===== src/rtl/collision_scan_ctrl.sv =====
// Frame-synchronous collision scanner and game-state controller for the Asteroids datapath.
// Scans one rock/target pair per clock from a per-frame snapshot, then commits pulses, score and lives.
module collision_scan_ctrl #(
    parameter int N_ROCKS        = 4,
    parameter int N_SHOTS        = 4,
    parameter int COORD_W        = 10,
    parameter int SHIP_R         = 48,
    parameter int SHOT_R         = 32,
    parameter int RELEASE_FRAMES = 180,
    parameter int LIVES          = 3,
    parameter int SCORE_W        = 16,
    parameter int SCORE_PER_HIT  = 10
) (
    input  logic                         Clk,
    input  logic                         Reset_n,
    input  logic                         frame_tick,
    input  logic [COORD_W-1:0]           ship_x,
    input  logic [COORD_W-1:0]           ship_y,
    input  logic [N_ROCKS*COORD_W-1:0]   rock_x,
    input  logic [N_ROCKS*COORD_W-1:0]   rock_y,
    input  logic [N_SHOTS*COORD_W-1:0]   shot_x,
    input  logic [N_SHOTS*COORD_W-1:0]   shot_y,
    input  logic [N_SHOTS-1:0]           shot_active,
    output logic [N_ROCKS-1:0]           rock_hold,
    output logic [N_ROCKS-1:0]           reset_rocks,
    output logic [N_SHOTS-1:0]           reset_shots,
    output logic                         reset_ship,
    output logic                         hit,
    output logic [3:0]                   lives,
    output logic [SCORE_W-1:0]           score,
    output logic                         game_over,
    output logic                         busy,
    output logic                         overrun
);

    localparam int RW    = (N_ROCKS > 1) ? $clog2(N_ROCKS) : 1;
    localparam int TW    = $clog2(N_SHOTS + 1);
    localparam int CW    = (RELEASE_FRAMES > 1) ? $clog2(RELEASE_FRAMES) : 1;
    localparam int SUM_W = SCORE_W + 32;
    localparam logic [COORD_W:0] R_SHIP = (COORD_W + 1)'(SHIP_R);
    localparam logic [COORD_W:0] R_SHOT = (COORD_W + 1)'(SHOT_R);

    typedef enum logic [1:0] {ST_IDLE, ST_SCAN, ST_COMMIT} state_t;

    state_t                       state_q;
    logic [RW-1:0]                r_idx_q;
    logic [TW-1:0]                t_idx_q;
    logic [COORD_W-1:0]           ship_x_q, ship_y_q;
    logic [N_ROCKS*COORD_W-1:0]   rock_x_q, rock_y_q;
    logic [N_SHOTS*COORD_W-1:0]   shot_x_q, shot_y_q;
    logic [N_SHOTS-1:0]           act_q;
    logic [N_ROCKS-1:0]           hold_s_q;
    logic [N_ROCKS-1:0]           rock_flag_q;
    logic [N_SHOTS-1:0]           shot_flag_q;
    logic                         ship_flag_q;
    logic [TW-1:0]                hit_cnt_q;
    logic [CW-1:0]                rel_cnt_q;
    logic [N_ROCKS-1:0]           rock_hold_q, reset_rocks_q;
    logic [N_SHOTS-1:0]           reset_shots_q;
    logic                         reset_ship_q, hit_q, game_over_q, busy_q, overrun_q;
    logic [3:0]                   lives_q;
    logic [SCORE_W-1:0]           score_q;

    logic [COORD_W-1:0]           rx, ry, tx, ty;
    logic [TW-1:0]                shot_sel;
    logic [COORD_W:0]             dx, dy, adx, ady, radius;
    logic                         tgt_ok, pair_hit;
    logic [SUM_W-1:0]             score_sum;
    logic [SCORE_W-1:0]           score_d;
    logic [3:0]                   lives_d;

    // Target index 0 is the ship; 1..N_SHOTS map to shot channels 0..N_SHOTS-1.
    always_comb begin
        rx       = rock_x_q[r_idx_q*COORD_W +: COORD_W];
        ry       = rock_y_q[r_idx_q*COORD_W +: COORD_W];
        shot_sel = t_idx_q - TW'(1);
        if (t_idx_q == '0) begin
            tx     = ship_x_q;
            ty     = ship_y_q;
            radius = R_SHIP;
            tgt_ok = 1'b1;
        end else begin
            tx     = shot_x_q[shot_sel*COORD_W +: COORD_W];
            ty     = shot_y_q[shot_sel*COORD_W +: COORD_W];
            radius = R_SHOT;
            tgt_ok = act_q[shot_sel] && !shot_flag_q[shot_sel];
        end
        dx       = {1'b0, rx} - {1'b0, tx};
        dy       = {1'b0, ry} - {1'b0, ty};
        adx      = dx[COORD_W] ? -dx : dx;
        ady      = dy[COORD_W] ? -dy : dy;
        pair_hit = !hold_s_q[r_idx_q] && !rock_flag_q[r_idx_q] && tgt_ok
                   && (adx <= radius) && (ady <= radius);
    end

    always_comb begin
        score_sum = SUM_W'(score_q) + SUM_W'(hit_cnt_q) * SUM_W'(SCORE_PER_HIT);
        score_d   = (|score_sum[SUM_W-1:SCORE_W]) ? '1 : score_sum[SCORE_W-1:0];
        lives_d   = (ship_flag_q && lives_q != 4'd0) ? lives_q - 4'd1 : lives_q;
    end

    always_ff @(posedge Clk or negedge Reset_n) begin
        if (!Reset_n) begin
            state_q       <= ST_IDLE;
            r_idx_q       <= '0;
            t_idx_q       <= '0;
            ship_x_q      <= '0;
            ship_y_q      <= '0;
            rock_x_q      <= '0;
            rock_y_q      <= '0;
            shot_x_q      <= '0;
            shot_y_q      <= '0;
            act_q         <= '0;
            hold_s_q      <= '0;
            rock_flag_q   <= '0;
            shot_flag_q   <= '0;
            ship_flag_q   <= 1'b0;
            hit_cnt_q     <= '0;
            rel_cnt_q     <= '0;
            rock_hold_q   <= '1;
            reset_rocks_q <= '0;
            reset_shots_q <= '0;
            reset_ship_q  <= 1'b0;
            hit_q         <= 1'b0;
            lives_q       <= 4'(LIVES);
            score_q       <= '0;
            game_over_q   <= 1'b0;
            busy_q        <= 1'b0;
            overrun_q     <= 1'b0;
        end else begin
            reset_rocks_q <= '0;
            reset_shots_q <= '0;
            reset_ship_q  <= 1'b0;
            hit_q         <= 1'b0;

            // Release pacing runs off every tick regardless of the scan FSM.
            if (game_over_q) begin
                rock_hold_q <= '1;
                rel_cnt_q   <= '0;
            end else if (frame_tick && rock_hold_q != '0) begin
                if (rel_cnt_q == CW'(RELEASE_FRAMES - 1)) begin
                    rel_cnt_q   <= '0;
                    rock_hold_q <= rock_hold_q & (rock_hold_q - N_ROCKS'(1));
                end else begin
                    rel_cnt_q <= rel_cnt_q + CW'(1);
                end
            end

            if (frame_tick && !game_over_q && state_q != ST_IDLE)
                overrun_q <= 1'b1;

            case (state_q)
                ST_IDLE: begin
                    if (frame_tick && !game_over_q) begin
                        ship_x_q <= ship_x;
                        ship_y_q <= ship_y;
                        rock_x_q <= rock_x;
                        rock_y_q <= rock_y;
                        shot_x_q <= shot_x;
                        shot_y_q <= shot_y;
                        act_q    <= shot_active;
                        hold_s_q <= rock_hold_q;
                        r_idx_q  <= '0;
                        t_idx_q  <= '0;
                        busy_q   <= 1'b1;
                        state_q  <= ST_SCAN;
                    end
                end
                ST_SCAN: begin
                    if (pair_hit) begin
                        rock_flag_q[r_idx_q] <= 1'b1;
                        if (t_idx_q == '0) begin
                            ship_flag_q <= 1'b1;
                        end else begin
                            shot_flag_q[shot_sel] <= 1'b1;
                            hit_cnt_q             <= hit_cnt_q + TW'(1);
                        end
                    end
                    if (t_idx_q == TW'(N_SHOTS)) begin
                        t_idx_q <= '0;
                        if (r_idx_q == RW'(N_ROCKS - 1)) begin
                            r_idx_q <= '0;
                            state_q <= ST_COMMIT;
                        end else begin
                            r_idx_q <= r_idx_q + RW'(1);
                        end
                    end else begin
                        t_idx_q <= t_idx_q + TW'(1);
                    end
                end
                ST_COMMIT: begin
                    reset_rocks_q <= rock_flag_q;
                    reset_shots_q <= shot_flag_q;
                    reset_ship_q  <= ship_flag_q;
                    hit_q         <= (hit_cnt_q != '0);
                    score_q       <= score_d;
                    lives_q       <= lives_d;
                    if (lives_d == 4'd0) begin
                        game_over_q <= 1'b1;
                        rock_hold_q <= '1;
                        rel_cnt_q   <= '0;
                    end
                    rock_flag_q <= '0;
                    shot_flag_q <= '0;
                    ship_flag_q <= 1'b0;
                    hit_cnt_q   <= '0;
                    busy_q      <= 1'b0;
                    state_q     <= ST_IDLE;
                end
                default: state_q <= ST_IDLE;
            endcase
        end
    end

    assign rock_hold   = rock_hold_q;
    assign reset_rocks = reset_rocks_q;
    assign reset_shots = reset_shots_q;
    assign reset_ship  = reset_ship_q;
    assign hit         = hit_q;
    assign lives       = lives_q;
    assign score       = score_q;
    assign game_over   = game_over_q;
    assign busy        = busy_q;
    assign overrun     = overrun_q;

endmodule


===== config.mk =====
export PLATFORM = sky130hd
export DESIGN_NAME = collision_scan_ctrl
export DESIGN_NICKNAME = d
export VERILOG_FILES = /design/src/rtl/collision_scan_ctrl.sv
export SDC_FILE = /design/constraint.sdc
export NUM_CORES = 1
export LEC_CHECK = 0
export ABC_AREA = 1
export CAP_MARGIN = 15
export CORE_MARGIN = 5
export CORE_UTILIZATION = 30
export DETAILED_ROUTE_END_ITERATION = 12
export HOLD_SLACK_MARGIN = 0.1
export SLEW_MARGIN = 20
export SYNTH_ARGS = -nofsm -noshare
export SYNTH_HDL_FRONTEND = slang
export SYNTH_SLANG_ARGS = --single-unit

===== constraint.sdc =====
create_clock -name Clk -period 12.98 [get_ports Clk]
set_clock_uncertainty 0.15 [all_clocks]
set_input_delay 2.596 -clock Clk [delete_from_list [all_inputs] [get_ports Clk]]
set_output_delay 2.596 -clock Clk [all_outputs]
set_load 0.02 [all_outputs]

Word level (Yosys, flattened, before mapping). Cells that the tools add are included.

Eq/ne operators: 11. Add/sub/neg operators: 12. Magnitude comparators: 6. Bitwise operators: 3. $mul: 3. Reductions and logical operators: 35. Divide/modulo/power cells: 0. Shift operators: 4. Mux-type cells: 58.

Operator list (count): variable part select 40 x 7 -> 10 bit (2); variable part select 40 x 8 -> 10 bit (2); 2-to-1 mux 4 bit (11); 2-to-1 mux 8 bit (5); OR reduction 32 bit (1); <= comparator 11 bit (2); 2-to-1 mux 11 bit (2); negator 11 bit (2); subtractor 10 x 10 -> 11 bit (2); 2-to-1 mux 10 bit (2); adder 16 x 7 -> 17 bit (1); 2-to-1 mux 16 bit (1); one-hot mux 4 bit (2 select lines) (2); multiplier 3 x 3 -> 6 bit, second input constant (2); 2-to-1 mux 1 bit (12); 2-to-1 mux 2 bit (6); 2-to-1 mux 3 bit (4); != test 2 bit, second input constant (6); one-hot mux 3 bit (2 select lines) (2); AND reduction 3 bit (4); logical AND 1 bit (11); AND reduction 2 bit (5); adder 8 x 1 -> 8 bit, second input constant (1); binary-select mux 1 bit (select 2 bit) (4); 26 further kinds (40).

Word-level logic and storage cells: 158. Bits of input ports: 187. Bits in writable memories: 0. Bits in read-only memories: 0. Memories kept: 0. Bits in registers: 252. Latch bits: 0.

Logic depth before layout (Yosys ltp). Gate-level depths: netlist of the first run.

Depth in word-level cells: 12. Depth in mapped cells: 35.

Least setup slack after synthesis of the first run. Ideal clock, no wire load.

Kind: register to register. From: reg t_idx_q[0]. To: reg hit_cnt_q[0]. Arrival: 4.710 ns. Stages on the path, launching flop included: 34. Library setup time: 0.142 ns. Setup slack: 7.978 ns. Cells stage by stage: dfrtp_1 clkbuf_1 clkinv_1 buf_1 ha_1 xnor2_1 inv_1 nor2_1 clkbuf_1 a22o_1 ha_1 inv_1 fa_1 nand2_1 nand2_2 nand3_2 nand2_2 a21oi_4 nand2_1 xor2_1 inv_1 ha_1 nor3b_1 nand2_1 nor2_1 nor2_1 nor2_2 nand3_2 nor2_4 nand2_4 nor2_8 nand2_1 nand2_1 nor2_1.

Cells in the longest elaborated chain, start to end: 12.

Ends and longest elaborated chain: from (decl) (RTL line 47) `logic [TW-1:0] t_idx_q;`; from (signal assigned) (RTL line 188) `t_idx_q <= t_idx_q + TW'(1);`; subtractor 3 x 1 -> 3 bit (RTL line 76) `shot_sel = t_idx_q - TW'(1);`; multiplier 3 x 3 -> 6 bit (RTL line 83, 84); variable part select 40 x 8 -> 10 bit (RTL line 83) `tx = shot_x_q[shot_sel*COORD_W +: COORD_W];`; 2-to-1 mux 10 bit (RTL line 77) `if (t_idx_q == '0) begin`; subtractor 10 x 10 -> 11 bit (RTL line 88) `dx = {1'b0, rx} - {1'b0, tx};`; negator 11 bit (RTL line 90) `adx = dx[COORD_W] ? -dx : dx;`; 2-to-1 mux 11 bit (RTL line 90); <= comparator 11 bit (RTL line 93) `&& (adx <= radius) && (ady <= radius);`; logical AND 1 bit (2 in series) (RTL line 93); != test 2 bit (no source line); AND reduction 3 bit (no source line) *; to (signal assigned) (RTL line 176) `hit_cnt_q <= hit_cnt_q + TW'(1);`; to (decl) (RTL line 56) `logic [TW-1:0] hit_cnt_q;`.

Mark *: on every way between the ends. The rest lies on a longest branch, timed or not. The select of a mux whose other input is x is not followed. A chain may end at the register's enable or synchronous reset.

Final worst setup path of the first run. Ends and elaborated chain as after synthesis.

==> impl_metrics.json, run 1 <==
{
  "r2r_end": "hit_cnt_q[0]$_DFFE_PN0P_",
  "min_from": "score[0]$_DFFE_PN0P_",
  "die_w_um": 221,
  "multi_input_area_um2": 6340,
  "initial_core_util_pct": 30.3,
  "seq_area_um2": 6310,
  "dr.max_layer_used": "met4",
  "hp-class": "reg2reg",
  "grt_pass1_vias": 11000,
  "synth-simple-area-share_pct": 16.6,
  "rsz0062_at_grt": "no",
  "clockBufferDepth": 3,
  "seq_area_frac_synth_pct": 47.2,
  "final.period_utilization_pct": 44.2,
  "antenna_found_initial": 0,
  "slowest_delay_ns": 0.52,
  "core-area_um2": 44100,
  "crit_required_ns": 13.27,
  "clk_transition_reported_paths_ns": 0.06,
  "grtUsageTotal_pct": 15.0,
  "ir_drop_mv": 0.0894,
  "drv_slew": 0,
  "rr_worst_depth": 31,
  "outcome": "finished, final reports clean",
  "max_freq_mhz": 174,
  "nFillCells": 4453,
  "finalSetupViolCount": 0,
  "syn_area_per_cell_um2": 9.53,
  "clk_latency_ns": 0.59,
  "min_period_ns": 5.74,
  "synth_compound_area_share_pct": 9.36,
  "final_hold_viol_count": 0,
  "wl_met1_um": 15700,
  "yosysTopAreaCell": "dfrtp_1",
  "drt-pass1-iter-count": 5,
  "htreeDepth": 1,
  "wl_um": 37200,
  "whs_path_depth": 2,
  "hold_path_end": "score[0]$_DFFE_PN0P_",
  "critical_path.max_fanout": 46,
  "dp.cells": 2174,
  "drive_gt1_share_pct": 19.6,
  "crit_path_end_kind": "flop",
  "numCtsBuffers": 30,
  "vias_per_cell": 4.71,
  "fin_nets": 1849,
  "area_delta_synth_final_pct": 28.8,
  "synth_xor_area_share_pct": 0.973,
  "cap_violations": 0,
  "yosys.area.top_type_share_pct": 46.1,
  "post_cts_buffers": 0,
  "drtAntennaViolNets": 0,
  "cp.arrival_ns": 6.03,
  "synthArstFlopShare_pct": 100,
  "met3_length_um": 1360,
  "relSlewSlack_pct": 36.2,
  "io_pins": 224,
  "yosysWarningCount": 0,
  "setup_ws_ns": 7.24,
  "tritoncts": "built",
  "worst_slew_pin_slew_ns": 0.956,
  "ys.flop_type": "dfrtp_1",
  "path_class": "reg2reg",
  "finalWeightedCongestion": 0.831,
  "rows": 77,
  "grt_first_pass_wirelength_um": 60300,
  "cts_hold_buffers": 0,
  "die_h_um": 221,
  "power_leakage_nw": 8.60,
  "netlist_area_um2": 13400,
  "diodes": 0,
  "synth_edf_count": 0,
  "design.die.area_um2": 48900,
  "postSynthCellCount": 1402,
  "grt_overflow": 0,
  "syn_nets": 1637,
  "slowest_stage": "inv_1",
  "stdcell_count": 2230,
  "r2r_slack_ns": 7.24,
  "setup_tns_ns": 0,
  "synthMuxAreaShare_pct": 15.8,
  "synth_cell_type_count": 43,
  "port-buffer-count": 223,
  "yosys.area_share.adder_pct": 4.66,
  "clock-sinks": 252,
  "dr_wl_met2_um": 18900,
  "drc": 0,
  "synthTopCellsByArea": "dfrtp_1 (46%), mux2_2 (16%), nand2_1 (5.7%), nor2_1 (4.4%), ha_1 (4.2%)",
  "grt_max_degree": 109,
  "place_ws_ns": 7.28,
  "p_per_area_nw_per_um2": 98.3,
  "dp_hpwl_um": 27600,
  "wl_per_cell_um": 16.7,
  "crit_path_start_kind": "flop",
  "cts_resized": 0,
  "synth_seq_cells": 252,
  "synth_top_family_by_area": "simple AND/OR/NAND/NOR gates",
  "timing.rr.start": "t_idx_q[0]$_DFFE_PN0P_",
  "drtIter0Drc": 651,
  "p_total_mw": 1.69,
  "vias": 10500,
  "root_buffer": "clkbuf_16"
}
==> per-stage QoR <==
stage / area [µm²] / hold slack [ns] / util [%]
floorplan: 13400 / 0.304 / -
global placement: 16200 / 0.296 / 36.8
detailed placement: 16200 / 0.316 / 36.8
CTS: 17200 / 0.330 / 39.0
global route: 17200 / 0.362 / 39.0
finish: 17200 / 0.321 / 39.0
==> cell usage after synthesis (2+ instances only) <==
cell	n
nand2_4	4
xnor2_1	6
nor2_8	2
a21oi_1	25
clkbuf_1	51
buf_1	3
mux2_2	187
a21o_1	2
nand4_1	11
nor3b_1	4
a22o_1	2
a22oi_1	19
ha_1	45
o22ai_1	39
nor2_4	2
inv_2	6
nor2_2	8
nand3_1	60
clkinv_1	3
a21oi_2	13
nand2_1	202
nand2_2	20
nand3_2	6
a32o_1	2
o21ai_0	104
nand3b_1	2
inv_1	128
or2_2	4
nor3_1	13
dfrtp_1	246
xor2_1	7
nor2_1	158
dfstp_2	6
fa_1	3
==> registers in the layout, summed over array words and instances (netlist names), 3 cells and up <==
name / flops
rock_x_q: 40
rock_y_q: 40
shot_x_q: 40
shot_y_q: 40
score: 16
ship_x_q: 10
ship_y_q: 10
rel_cnt_q: 8
act_q: 4
hold_s_q: 4
lives: 4
reset_rocks: 4
reset_shots: 4
rock_flag_q: 4
rock_hold: 4
shot_flag_q: 4
hit_cnt_q: 3
t_idx_q: 3
==> worst max-delay path by stage <==
stage	slack [ns]	startpoint	cells past startpoint	end
CTS	7.25	t_idx_q[0]$_DFFE_PN0P_	32	hit_cnt_q[0]$_DFFE_PN0P_
global placement	7.39	t_idx_q[0]$_DFFE_PN0P_	32	hit_cnt_q[0]$_DFFE_PN0P_
floorplan	7.98	t_idx_q[0]$_DFFE_PN0P_	33	hit_cnt_q[0]$_DFFE_PN0P_
global route	6.60	t_idx_q[0]$_DFFE_PN0P_	32	hit_cnt_q[0]$_DFFE_PN0P_
detailed placement	7.28	t_idx_q[0]$_DFFE_PN0P_	33	hit_cnt_q[0]$_DFFE_PN0P_
finish	7.24	t_idx_q[0]$_DFFE_PN0P_	31	hit_cnt_q[0]$_DFFE_PN0P_
==> layout make-up <==
| type | instances | area share, % |
|---|---|---|
| multi-input combinational | 958 | 36.8 |
| sequential | 252 | 36.7 |
| timing repair buffer | 235 | 13.5 |
| clock buffer | 49 | 5.18 |
| tap | 592 | 4.30 |
| inverter | 137 | 2.99 |
| clock inverter | 7 | 0.494 |
==> cell families (layout without fill, tap and decap cells) <==
logic type | count (synthesis) | count (layout)
adders and majority gates | 48 | 48
DFF | 252 | 252
AOI/OAI and AO/OA | 212 | 212
xor gates and xnor gates | 14 | 14
and+or+nand+nor | 497 | 497
buffers and inverters | 192 | 428
muxes | 187 | 187
==> metal layers <==
| metal | global-route usage, % | vias up |
|---|---|---|
| met5 | 0 | - |
| met4 | 4.42 | 0 |
| met3 | 2.64 | 72 |
| met2 | 26.7 | 213 |
| met1 | 18.7 | 5086 |
| li1 | - | 5131 |
==> power breakdown <==
group / internal [mW] / switching (mW)
clock network: 0.489 / 0.338
registers: 0.786 / 0.0000166
logic: 0.0500 / 0.0290
==> worst max-delay path, delay by kind of cell, from the launching register on <==
kind            cells  cell delay (ns)
buf+inv             9             1.70
simple gates       13             1.43
fa+ha+maj           4             1.19
compound gates      4             0.74
flops               1             0.32
xor+xnor            1             0.09
==> placed cells by master, fill, tap and decap left out, types with 3 or more instances in the layout <==
cell type / n
nand3_2: 6
clkinv_1: 3
a21oi_1: 25
buf_4: 12
nor3_1: 13
nand4_1: 11
clkbuf_8: 7
o22ai_1: 39
nor2_2: 10
nand3_1: 60
nand2_1: 201
o21ai_0: 104
dfstp_2: 6
clkbuf_1: 12
inv_2: 6
dfrtp_1: 246
a21oi_2: 13
xor2_1: 7
nor3b_1: 4
a22oi_1: 19
nand2_2: 20
nand2_4: 5
clkdlybuf4s50_1: 222
xnor2_1: 6
mux2_2: 187
clkbuf_16: 30
inv_1: 128
ha_1: 45
nor2_1: 156
fa_1: 3
or2_2: 4
Power figures use the tool's default switching activity.
==> run 2, diff against run 1 <==
Clock period 12.98 ns to 5.35 ns, I/O delays scaled along.
==> run 2 against run 1 <==
Net effect: register-to-register slack got worse by 6.8 ns; core utilization rose by 0.21 points; wire length shrank 0.56%; worst hold slack better by 0.0013 ns; combinational power rose by 140%; flip-flop and latch count is the same; clock-buffer cell count is 3 lower; fmax grew 17%; total power rose by 140%; critical endpoint unchanged.
==> impl_metrics.json, run 2 (same netlist as run 1, synthesis figures left out) <==
{
  "drive_gt1_share_pct": 20.3,
  "clk_latency_ns": 0.56,
  "area_delta_synth_final_pct": 29.4,
  "drc": 0,
  "core-area_um2": 44100,
  "dp_hpwl_um": 27800,
  "fin_nets": 1856,
  "grt_pass1_vias": 11000,
  "crit_path_end_kind": "flop",
  "tritoncts": "built",
  "rows": 77,
  "initial_core_util_pct": 30.3,
  "stdcell_count": 2235,
  "crit_path_start_kind": "flop",
  "slowest_delay_ns": 0.41,
  "grtUsageMet1_pct": 18.3,
  "setup_tns_ns": 0,
  "die_w_um": 221,
  "min_period_ns": 4.90,
  "outcome": "finished, final reports clean",
  "path_class": "reg2reg",
  "met2_usage_pct": 26.8,
  "htreeDepth": 1,
  "grt_overflow": 0,
  "drt-pass1-iter-count": 5,
  "drtAntennaViolNets": 0,
  "gr-max-usage-layer": "met2",
  "critical_path.max_fanout": 21,
  "power_frac_comb_pct": 4.7,
  "vias_per_cell": 4.68,
  "grtUsageTotal_pct": 14.9,
  "hp-class": "reg2reg",
  "crit_required_ns": 5.63,
  "io_pins": 224,
  "power_leakage_nw": 8.65,
  "numCtsBuffers": 28,
  "finalWeightedCongestion": 0.859,
  "wl_um": 37000,
  "clock-sinks": 252,
  "clockBufferDepth": 3,
  "wl_per_cell_um": 16.6,
  "die_h_um": 221,
  "slowest_stage": "fa_1",
  "grt_max_degree": 110,
  "final_hold_viol_count": 0,
  "cp.arrival_ns": 5.18,
  "root_buffer": "clkbuf_16",
  "intPower_mw": 3.24,
  "p_per_area_nw_per_um2": 236,
  "met3_usage_pct": 3.07,
  "rsz0062_at_grt": "no",
  "post_cts_buffers": 0,
  "ir_drop_mv": 0.230,
  "finalSetupViolCount": 0,
  "switching_power_mw": 0.846,
  "drtIter0Drc": 834,
  "grt_first_pass_wirelength_um": 59400,
  "cts_hold_buffers": 0,
  "relSlewSlack_pct": 37.8,
  "crit_top_cell": "nand2_1",
  "final_cell_mix": "dfrtp_1 (246), clkdlybuf4s50_1 (222), nand2_1 (201)",
  "vias": 10500,
  "clk_transition_reported_paths_ns": 0.06,
  "design.die.area_um2": 48900,
  "clkPwrFrac_pct": 48.7,
  "pwr-share-seq_pct": 46.7,
  "dp.cells": 2183,
  "port-buffer-count": 223,
  "max_freq_mhz": 204,
  "cap_violations": 0,
  "diodes": 0,
  "sw_frac_of_total_pct": 20.7,
  "place_ws_ns": 0.363,
  "layout_commonest_cell": "dfrtp_1",
  "antenna_found_initial": 2,
  "final.period_utilization_pct": 91.7,
  "setup_ws_ns": 0.446,
  "drv_slew": 0,
  "worst_slew_pin_slew_ns": 0.934
}
## run 2: cell count changes in the layout (fill, tap and decap cells not counted), moves of 2 or more
cell	previous run	this run
clkbuf_1	12	8
clkinv_2	1	3
clkinvlp_4	1	3
inv_6	2	0
buf_12	0	2
buf_4	12	18
clkbuf_8	7	9
## run 2: metal layers
layer	routed length [µm]	share of wire, %
met1	15600	42
met2	18700	51
met4	904	2.4
met3	1730	4.7
met5	25	0.068
## run 2: final timing paths
check / from / to / slack (ns) / cells after the start
setup / recovery: t_idx_q[0]$_DFFE_PN0P_ / hit_cnt_q[0]$_DFFE_PN0P_ / 0.45 / 30
hold / removal: score[0]$_DFFE_PN0P_ / score[0]$_DFFE_PN0P_ / 0.32 / 2
setup reg to reg: t_idx_q[0]$_DFFE_PN0P_ / hit_cnt_q[0]$_DFFE_PN0P_ / 0.45 / 30
hold reg to reg: score[0]$_DFFE_PN0P_ / score[0]$_DFFE_PN0P_ / 0.32 / 2
max in group asynchronous: Reset_n / shot_x_q[8]$_DFFE_PN0P_ / 3.63 / 2
min in group asynchronous: Reset_n / rock_x_q[38]$_DFFE_PN0P_ / 0.37 / 1
## run 2: through the flow
stage	total power, mW	hold WS, ns	utilization (%)	instance area, µm²
after floorplan	1.94	0.304	-	13400
after detailed placement	2.14	0.310	37.0	16300
after global routing	4.24	0.362	39.2	17300
final	4.09	0.322	39.2	17300
after global placement	2.14	0.301	37.0	16300
after CTS	4.16	0.332	39.2	17300
## run 2: final cells by class
cell class | instances | area [µm²]
Sequential cell | 252 | 6310
Inverter | 137 | 522
Timing Repair Buffer | 244 | 2420
Clock buffer | 46 | 880
Clock inverter | 6 | 82.6
Tap cell | 592 | 741
Fill cell | 4485 | 26800
Multi-Input combinational cell | 958 | 6340
## run 2: repair_timing
item                                    in CTS  in global routing
gates resized for setup                      0                  4
hold endpoints to repair                     0                  0
endpoints found under the setup margin       0                 12
## run 2: power by group through the flow
stage	Sequential, mW	Combinational (mW)	Clock, mW
2_1_floorplan	1.94	0.00294	0
3_3_place_gp	1.94	0.197	0
3_5_place_dp	1.94	0.197	0
4_1_cts	1.91	0.198	2.06
5_1_grt	1.91	0.207	2.13
6_report	1.91	0.190	1.99
## run 2: worst max-delay path: cells and delay by family (launching register included)
family	cells	cell delay (ns)
xor+xnor	1	0.14
simple gates	17	1.66
fa+ha+maj	4	1.19
flops	1	0.39
buf+inv	4	0.51
compound gates	4	0.72
==> run 3, diff against run 2 <==
Settings changed: CORE_ASPECT_RATIO set to 1.2, HOLD_SLACK_MARGIN 0.1 to not set.
==> run 3 against run 2 <==
Net effect: final cell count shrank 1.6%; worst hold slack worse by 0.029 ns; first-iteration DRC count down 38%.
==> impl_metrics.json, run 3 (same netlist as run 1, synthesis figures left out) <==
{
  "clk_transition_reported_paths_ns": 0.06,
  "die_w_um": 203,
  "met2_usage_pct": 27.9,
  "drtAntennaViolNets": 0,
  "htreeDepth": 1,
  "slowest_stage": "ha_1",
  "clockBufferDepth": 3,
  "crit_path_end_kind": "flop",
  "finalWeightedCongestion": 0.898,
  "power_leakage_nw": 8.61,
  "numCtsBuffers": 27,
  "final.period_utilization_pct": 89.9,
  "grt_max_degree": 101,
  "layout_commonest_cell": "dfrtp_1",
  "finalSetupViolCount": 0,
  "max_freq_mhz": 208,
  "crit_path_start_kind": "flop",
  "cp.arrival_ns": 5.10,
  "grtUsageTotal_pct": 14.9,
  "grt_first_pass_wirelength_um": 58500,
  "antenna_found_initial": 1,
  "core-area_um2": 43900,
  "rows": 84,
  "root_buffer": "clkbuf_16",
  "final_hold_viol_count": 0,
  "place_area_um2": 16300,
  "grt_overflow": 0,
  "met3_usage_pct": 1.78,
  "fin_nets": 1855,
  "cts_resized": 0,
  "min_period_ns": 4.81,
  "clock-sinks": 252,
  "drt-pass1-iter-count": 7,
  "ir_drop_mv": 0.245,
  "hp-class": "in2async",
  "outcome": "finished, final reports clean",
  "area_delta_synth_final_pct": 28.4,
  "design.die.area_um2": 48900,
  "drc": 0,
  "vias_per_cell": 4.79,
  "relSlewSlack_pct": 39.6,
  "post_cts_buffers": 0,
  "fin_area_um2": 17200,
  "crit_top_cell": "nand2_1",
  "drive_gt1_share_pct": 19.8,
  "port-buffer-count": 223,
  "cp_top_family": "simple AND/OR/NAND/NOR gates",
  "critical_path.max_fanout": 13,
  "dp_hpwl_um": 28100,
  "io_pins": 224,
  "crit_required_ns": 5.64,
  "stdcell_count": 2200,
  "grt_pass1_vias": 10800,
  "cp_num_buf_inv": 7,
  "dp.cells": 2150,
  "vias": 10500,
  "die_h_um": 241,
  "gr-max-usage-layer": "met2",
  "cap_violations": 0,
  "drtIter0Drc": 521,
  "grtUsageMet1_pct": 17.7,
  "drv_slew": 0,
  "final_cell_mix": "dfrtp_1 (246), clkdlybuf4s50_1 (222), nand2_1 (201)",
  "rsz0062_at_grt": "no",
  "worst_slew_pin_slew_ns": 0.906,
  "clk_latency_ns": 0.57,
  "initial_core_util_pct": 30.4,
  "p_per_area_nw_per_um2": 230,
  "cts_hold_buffers": 0,
  "setup_tns_ns": 0,
  "wl_per_cell_um": 17.1,
  "wl_um": 37600,
  "slowest_delay_ns": 0.38,
  "path_class": "reg2reg",
  "tritoncts": "built"
}
run 3: cell types whose count changed in the layout (fill, tap and decap cells not counted), moves of 2 or more:
cell        delta
clkinv_2       +2
clkinvlp_4     -3
clkbuf_1       +3
clkbuf_8       -6
clkbuf_16      -2
run 3: metal layers:
layer,up-vias,routed length [µm]
li1,5143,-
met1,5125,15100
met2,198,19900
met3,61,1250
met4,0,1340
met5,-,0
run 3: per-stage QoR:
step	setup slack, ns	util (%)	power [mW]	hold WS (ns)
3_5_place_dp	0.534	37.1	2.14	0.301
2_1_floorplan	0.348	-	1.94	0.304
3_3_place_gp	0.542	37.1	2.14	0.300
6_report	0.541	39.1	3.95	0.293
4_1_cts	0.504	39.1	4.02	0.285
5_1_grt	0.0240	39.1	4.10	0.321
run 3: worst register-to-register path, delay by kind of cell (launching register included):
| family | cells | cell delay [ns] |
|---|---|---|
| AO/OA/AOI/OAI | 4 | 0.66 |
| XOR/XNOR | 1 | 0.09 |
| adder cells (fa/ha/maj) | 3 | 1.02 |
| buffers and inverters | 7 | 0.95 |
| flip-flops | 1 | 0.35 |
| AND/OR/NAND/NOR | 18 | 1.48 |
run 3: cell type report:
type | instances | area (µm²)
diodes | 1 | 2.50
repair buffers | 244 | 2440
flip-flops and latches | 252 | 6310
multi-input cells | 958 | 6340
clock buffers | 41 | 758
inverters | 137 | 514
clock inverters | 8 | 105
well taps | 559 | 699
fillers | 4354 | 26800
run 3: final timing paths:
path	startpoint	endpoint	slack, ns	depth (start not counted)
max	t_idx_q[0]$_DFFE_PN0P_	hit_cnt_q[0]$_DFFE_PN0P_	0.54	33
min	Reset_n	rock_y_q[36]$_DFFE_PN0P_	0.29	1
max reg2reg	t_idx_q[0]$_DFFE_PN0P_	hit_cnt_q[0]$_DFFE_PN0P_	0.54	33
min reg2reg	score[0]$_DFFE_PN0P_	score[0]$_DFFE_PN0P_	0.31	2
max in group asynchronous	Reset_n	shot_x_q[15]$_DFFE_PN0P_	3.72	2
min in group Clk	score[0]$_DFFE_PN0P_	score[0]$_DFFE_PN0P_	0.31	2
run 3: power by group:
part           leakage [nW]  switching (mW)  total (mW)  internal, mW
clock network         0.425           0.778        1.85          1.08
logic                  4.70          0.0689       0.192         0.123
registers              3.49       0.0000427        1.91          1.91
==> variant 1 (config.mk and constraints of run 3) <==
Add an input register stage for `rock_x`; this delays it by one clock. The other inputs are not delayed to match.
--- a/src/rtl/collision_scan_ctrl.sv
+++ b/src/rtl/collision_scan_ctrl.sv
@@ -42,6 +42,12 @@
 
     typedef enum logic [1:0] {ST_IDLE, ST_SCAN, ST_COMMIT} state_t;
 
+    logic [N_ROCKS*COORD_W-1:0] rock_x_r;
+
+    always_ff @(posedge Clk) begin
+        rock_x_r <= rock_x;
+    end
+
     state_t                       state_q;
     logic [RW-1:0]                r_idx_q;
     logic [TW-1:0]                t_idx_q;
@@ -154,7 +160,7 @@
                     if (frame_tick && !game_over_q) begin
                         ship_x_q <= ship_x;
                         ship_y_q <= ship_y;
-                        rock_x_q <= rock_x;
+                        rock_x_q <= rock_x_r;
                         rock_y_q <= rock_y;
                         shot_x_q <= shot_x;
                         shot_y_q <= shot_y;
Check against the original RTL: no difference found for any inputs over 10 cycles, from zero or initial values and one cycle with Reset_n low; that may be too few to reach the edited logic, so the function may still have changed.
==> variant 1 against run 3 <==
Clock power grew 19%. Non-clock buffer count shrank 3. Area after synthesis grew 7.8%. Worst setup slack gained 0.030 ns. Sequential cell count grew 40. Sequential share of layout area grew 1.7 points. Maximum frequency grew 0.63%. Power grew 17%. Routed wire length grew 5.5%. Cell area grew 7.6%. Synthesized cell count grew 6.4%. Largest power group unchanged.
==> variant 1: results (changes against run 3) <==
| Metric | Value |
|---|---|
| Result of the run | `complete, no violations (unchanged)` |
| Number of buffers inserted during clock tree synthesis | `31 (was 27)` |
| Distinct cells, synth | `44 (was 43)` |
| Worst setup path endpoint | `shot_flag_q[0]$_DFFE_PN0P_ (was hit_cnt_q[0]$_DFFE_PN0P_)` |
| DRC marker count from the first detailed-route iteration | `569 (was 521)` |
| Largest cells by area after synthesis | `dfrtp_1 (43%), mux2_2 (15%), nand2_1 (6.1%), dfxtp_1 (5.6%), nor2_1 (4.0%) (was dfrtp_1 (46%), mux2_2 (16%), nand2_1 (5.7%), nor2_1 (4.4%), ha_1 (4.2%))` |
| Most numerous cell types in the synthesized netlist | `dfrtp_1 (246), nand2_1 (233), mux2_2 (187) (was dfrtp_1 (246), nand2_1 (202), mux2_2 (187))` |
| Share of post-route cells with drive strength above 1 | `19.4% (was 19.8%)` |
| Routed wire length | `39.7 mm (was 37.6 mm)` |
| Leakage power of the design | `9.26 nW (was 8.61 nW)` |
| Pre-CTS setup slack | `0.435 ns (was 0.534 ns)` |
| Drt via density | `4.77 (was 4.79)` |
| Worst hold path type | `reg -> reg (was in -> async)` |
| Relative slew margins | `44.4% (was 39.6%)` |
| Dpl hpwl | `30.2 mm (was 28.1 mm)` |
| Number of nets in the synthesized netlist | `1,727 (was 1,637)` |
| First-pass detailed-route iteration total | `5 (was 7)` |
| Worst hold slack | `0.305 ns (was 0.293 ns)` |
| Antenna fix cells | `0 (was 1)` |
| Total number of vias | `11,261 (was 10,527)` |
| Proportion of synthesized chip area in sequential cells | `49.4% (was 47.2%)` |
| Number of instances in the synthesized netlist | `1,492 (was 1,402)` |
| Wire length of the first global-routing pass | `62.5 mm (was 58.5 mm)` |
| Maximum cell stage delay along the critical path | `0.40 ns (was 0.38 ns)` |
| Crit Path Max Fanout | `22 (was 13)` |
| # nets final | `1,944 (was 1,855)` |
| Total global-route track usage | `14.6% (was 14.9%)` |
| Cell area reported after detailed placement | `17,400 um2 (was 16,300 um2)` |
| Worst-case vdd ir drop | `0.000263 V (was 0.000245 V)` |
| Arrival time at the worst endpoint | `5.11 ns (was 5.10 ns)` |
| Worst Reg-to-Reg Cells | `32 (was 33)` |
| Source of the worst register-to-register timing path | `t_idx_q[1]$_DFFE_PN0P_ (was t_idx_q[0]$_DFFE_PN0P_)` |
| Critical Path Slowest Stage Cell | `dfrtp_1 (was ha_1)` |
variant 1: changes by cell type in the layout (fill, tap and decap cells not counted), moves of 5 or more:
cell,run 3,this run
nand3_2,6,14
a21oi_1,25,33
nand3_1,60,78
dfxtp_1,0,40
inv_2,6,11
a21oi_2,13,1
inv_1,128,112
clkbuf_16,27,35
nand2_1,201,232
variant 1: cells by family (layout without fill, tap and decap cells):
kind of cell / count (synthesis) / in the layout / synth area share (%)
multiplexers: 187 / 187 / 14.6
adder cells (fa/ha/maj): 48 / 48 / 4.32
XOR/XNOR: 15 / 15 / 1.04
buffers and inverters: 184 / 425 / 4.96
AND/OR/NAND/NOR: 556 / 556 / 17.4
AO/OA/AOI/OAI: 210 / 210 / 8.27
flip-flops: 292 / 292 / 49.4
variant 1: repair_timing:
| item | CTS | global route |
|---|---|---|
| buffers inserted | 0 | 0 |
| setup endpoints to repair | 0 | 12 |
| gates resized for setup | 0 | 2 |
variant 1: worst max-delay path: cells and delay by family, from the launching register on:
kind	cells	cell delay, ns
DFF	1	0.40
xor gates and xnor gates	1	0.15
and+or+nand+nor	18	1.43
buffers and inverters	6	0.76
adders and majority gates	3	1.01
AOI/OAI and AO/OA	4	0.73
variant 1: routing by layer:
metal	global-route usage, %	wire, um	vias to the layer above
met1	19.0	17300	5488
met4	5.32	1440	0
li1	-	-	5444
met2	24.7	19100	265
met3	2.46	1830	64
met5	0	0	-
variant 1: power breakdown:
group	internal, W	switching [W]	total [W]
Combinational	0.000123	0.0000723	0.000195
Clock	0.00132	0.000890	0.00221
Sequential	0.00222	0.00000486	0.00223
variant 1: cell type report:
cell class                 count  area [um2]
fill                        4752       29300
clock buffer                  51         996
multi-input combinational   1016        6590
sequential                   292        7110
clock inverter                 6        75.1
timing repair buffer         241        2420
tap                          630         788
inverter                     127         484
==> variant 2 (flow settings as in run 3) <==
Without the edit above. `N_ROCKS`: 4 -> 8.
--- a/src/rtl/collision_scan_ctrl.sv
+++ b/src/rtl/collision_scan_ctrl.sv
@@ -1,7 +1,7 @@
 // Frame-synchronous collision scanner and game-state controller for the Asteroids datapath.
 // Scans one rock/target pair per clock from a per-frame snapshot, then commits pulses, score and lives.
 module collision_scan_ctrl #(
-    parameter int N_ROCKS        = 4,
+    parameter int N_ROCKS        = 8,
     parameter int N_SHOTS        = 4,
     parameter int COORD_W        = 10,
     parameter int SHIP_R         = 48,
Ports: changed (resized reset_rocks, rock_hold, rock_x and rock_y); port bits go from 224 to 312. No check against the original RTL was run, so the function may have changed too.
==> variant 2 against run 3 <==
Via count rose by 30%. Area after synthesis rose by 29%. Sequential cell count rose by 97. Cell count rose by 28%. Cell area rose by 33%. Sequential share of layout area rose by 1.7 points. Routed wire length rose by 45%. Power rose by 45%. Worst setup slack got worse by 0.12 ns. Largest cell class is now registers.
==> variant 2: results (changes against run 3) <==
| Metric | Value |
|---|---|
| Area of the multi-input gates | `7640 um2 (was 6340 um2)` |
| Relative area of non-clock buffer cells in the final design | `15.1% (was 14.2%)` |
| Cell area after layout | `22,800 um2 (was 17,200 um2)` |
| Result of the run | `complete, no violations (unchanged)` |
| Largest net degree at the start of global routing | `115 (was 101)` |
| Pre-CTS setup slack | `0.406 ns (was 0.534 ns)` |
| Antenna fix cells | `13 (was 1)` |
| Maximum cell stage delay along the critical path | `0.52 ns (was 0.38 ns)` |
| Setup WS post-layout | `0.424 ns (was 0.541 ns)` |
| Antenna violations before repair | `14 (was 1)` |
| Number of fillers in the final layout | `5,586 (was 4,354)` |
| Drt via density | `4.88 (was 4.79)` |
| Count of non-CTS buffers in the layout | `343 (was 244)` |
| Source of the worst register-to-register timing path | `r_idx_q[2]$_DFFE_PN0P_ (was t_idx_q[0]$_DFFE_PN0P_)` |
| Routed len/inst | `19.4 um (was 17.1 um)` |
| Routability cong. | `0.861 (was 0.898)` |
| Worst-case vdd ir drop | `0.000209 V (was 0.000245 V)` |
| First-pass detailed-route iteration total | `6 (was 7)` |
| Distinct cells, synth | `47 (was 43)` |
| Critical Path Slowest Stage Cell | `fa_1 (was ha_1)` |
| Worst hold path type | `reg -> reg (was in -> async)` |
| Via count of the first global-routing pass | `14,373 (was 10,752)` |
| Total of clock buffers placed in the layout | `52 (was 41)` |
| Largest cells by area after synthesis | `dfrtp_1 (49%), mux2_2 (15%), nand2_1 (5.2%), nor2_1 (3.6%), inv_1 (3.5%) (was dfrtp_1 (46%), mux2_2 (16%), nand2_1 (5.7%), nor2_1 (4.4%), ha_1 (4.2%))` |
| Worst hold slack | `0.318 ns (was 0.293 ns)` |
| # nets final | `2,349 (was 1,855)` |
| Routed wire length | `54.5 mm (was 37.6 mm)` |
-- variant 2: kinds of logic (layout without fill, tap and decap cells) --
family | Yosys count | in the layout | share of synthesized area (%)
buffers and inverters | 241 | 581 | 5.48
AOI/OAI and AO/OA | 273 | 273 | 9.82
adders and majority gates | 46 | 46 | 3.46
xor gates and xnor gates | 12 | 12 | 0.608
muxes | 238 | 238 | 15.5
other | 0 | 13 | 0
DFF | 349 | 349 | 50.6
and+or+nand+nor | 566 | 566 | 14.6
-- variant 2: per-layer routing --
layer	GRT usage, %	vias up	share of wire [%]
met3	3.00	92	3.9
met4	8.12	2	4.0
li1	-	6516	-
met5	0	-	0.020
met2	30.5	286	52
met1	19.5	6820	40
-- variant 2: repair_timing --
item	in CTS	in global routing
endpoints found under the hold margin	0	0
endpoints found under the setup margin	0	9
gates resized for setup	0	2
-- variant 2: power by group --
group / switching, W / internal, W
logic: 0.0000968 / 0.000175
clock network: 0.00114 / 0.00167
registers: 0 / 0.00264
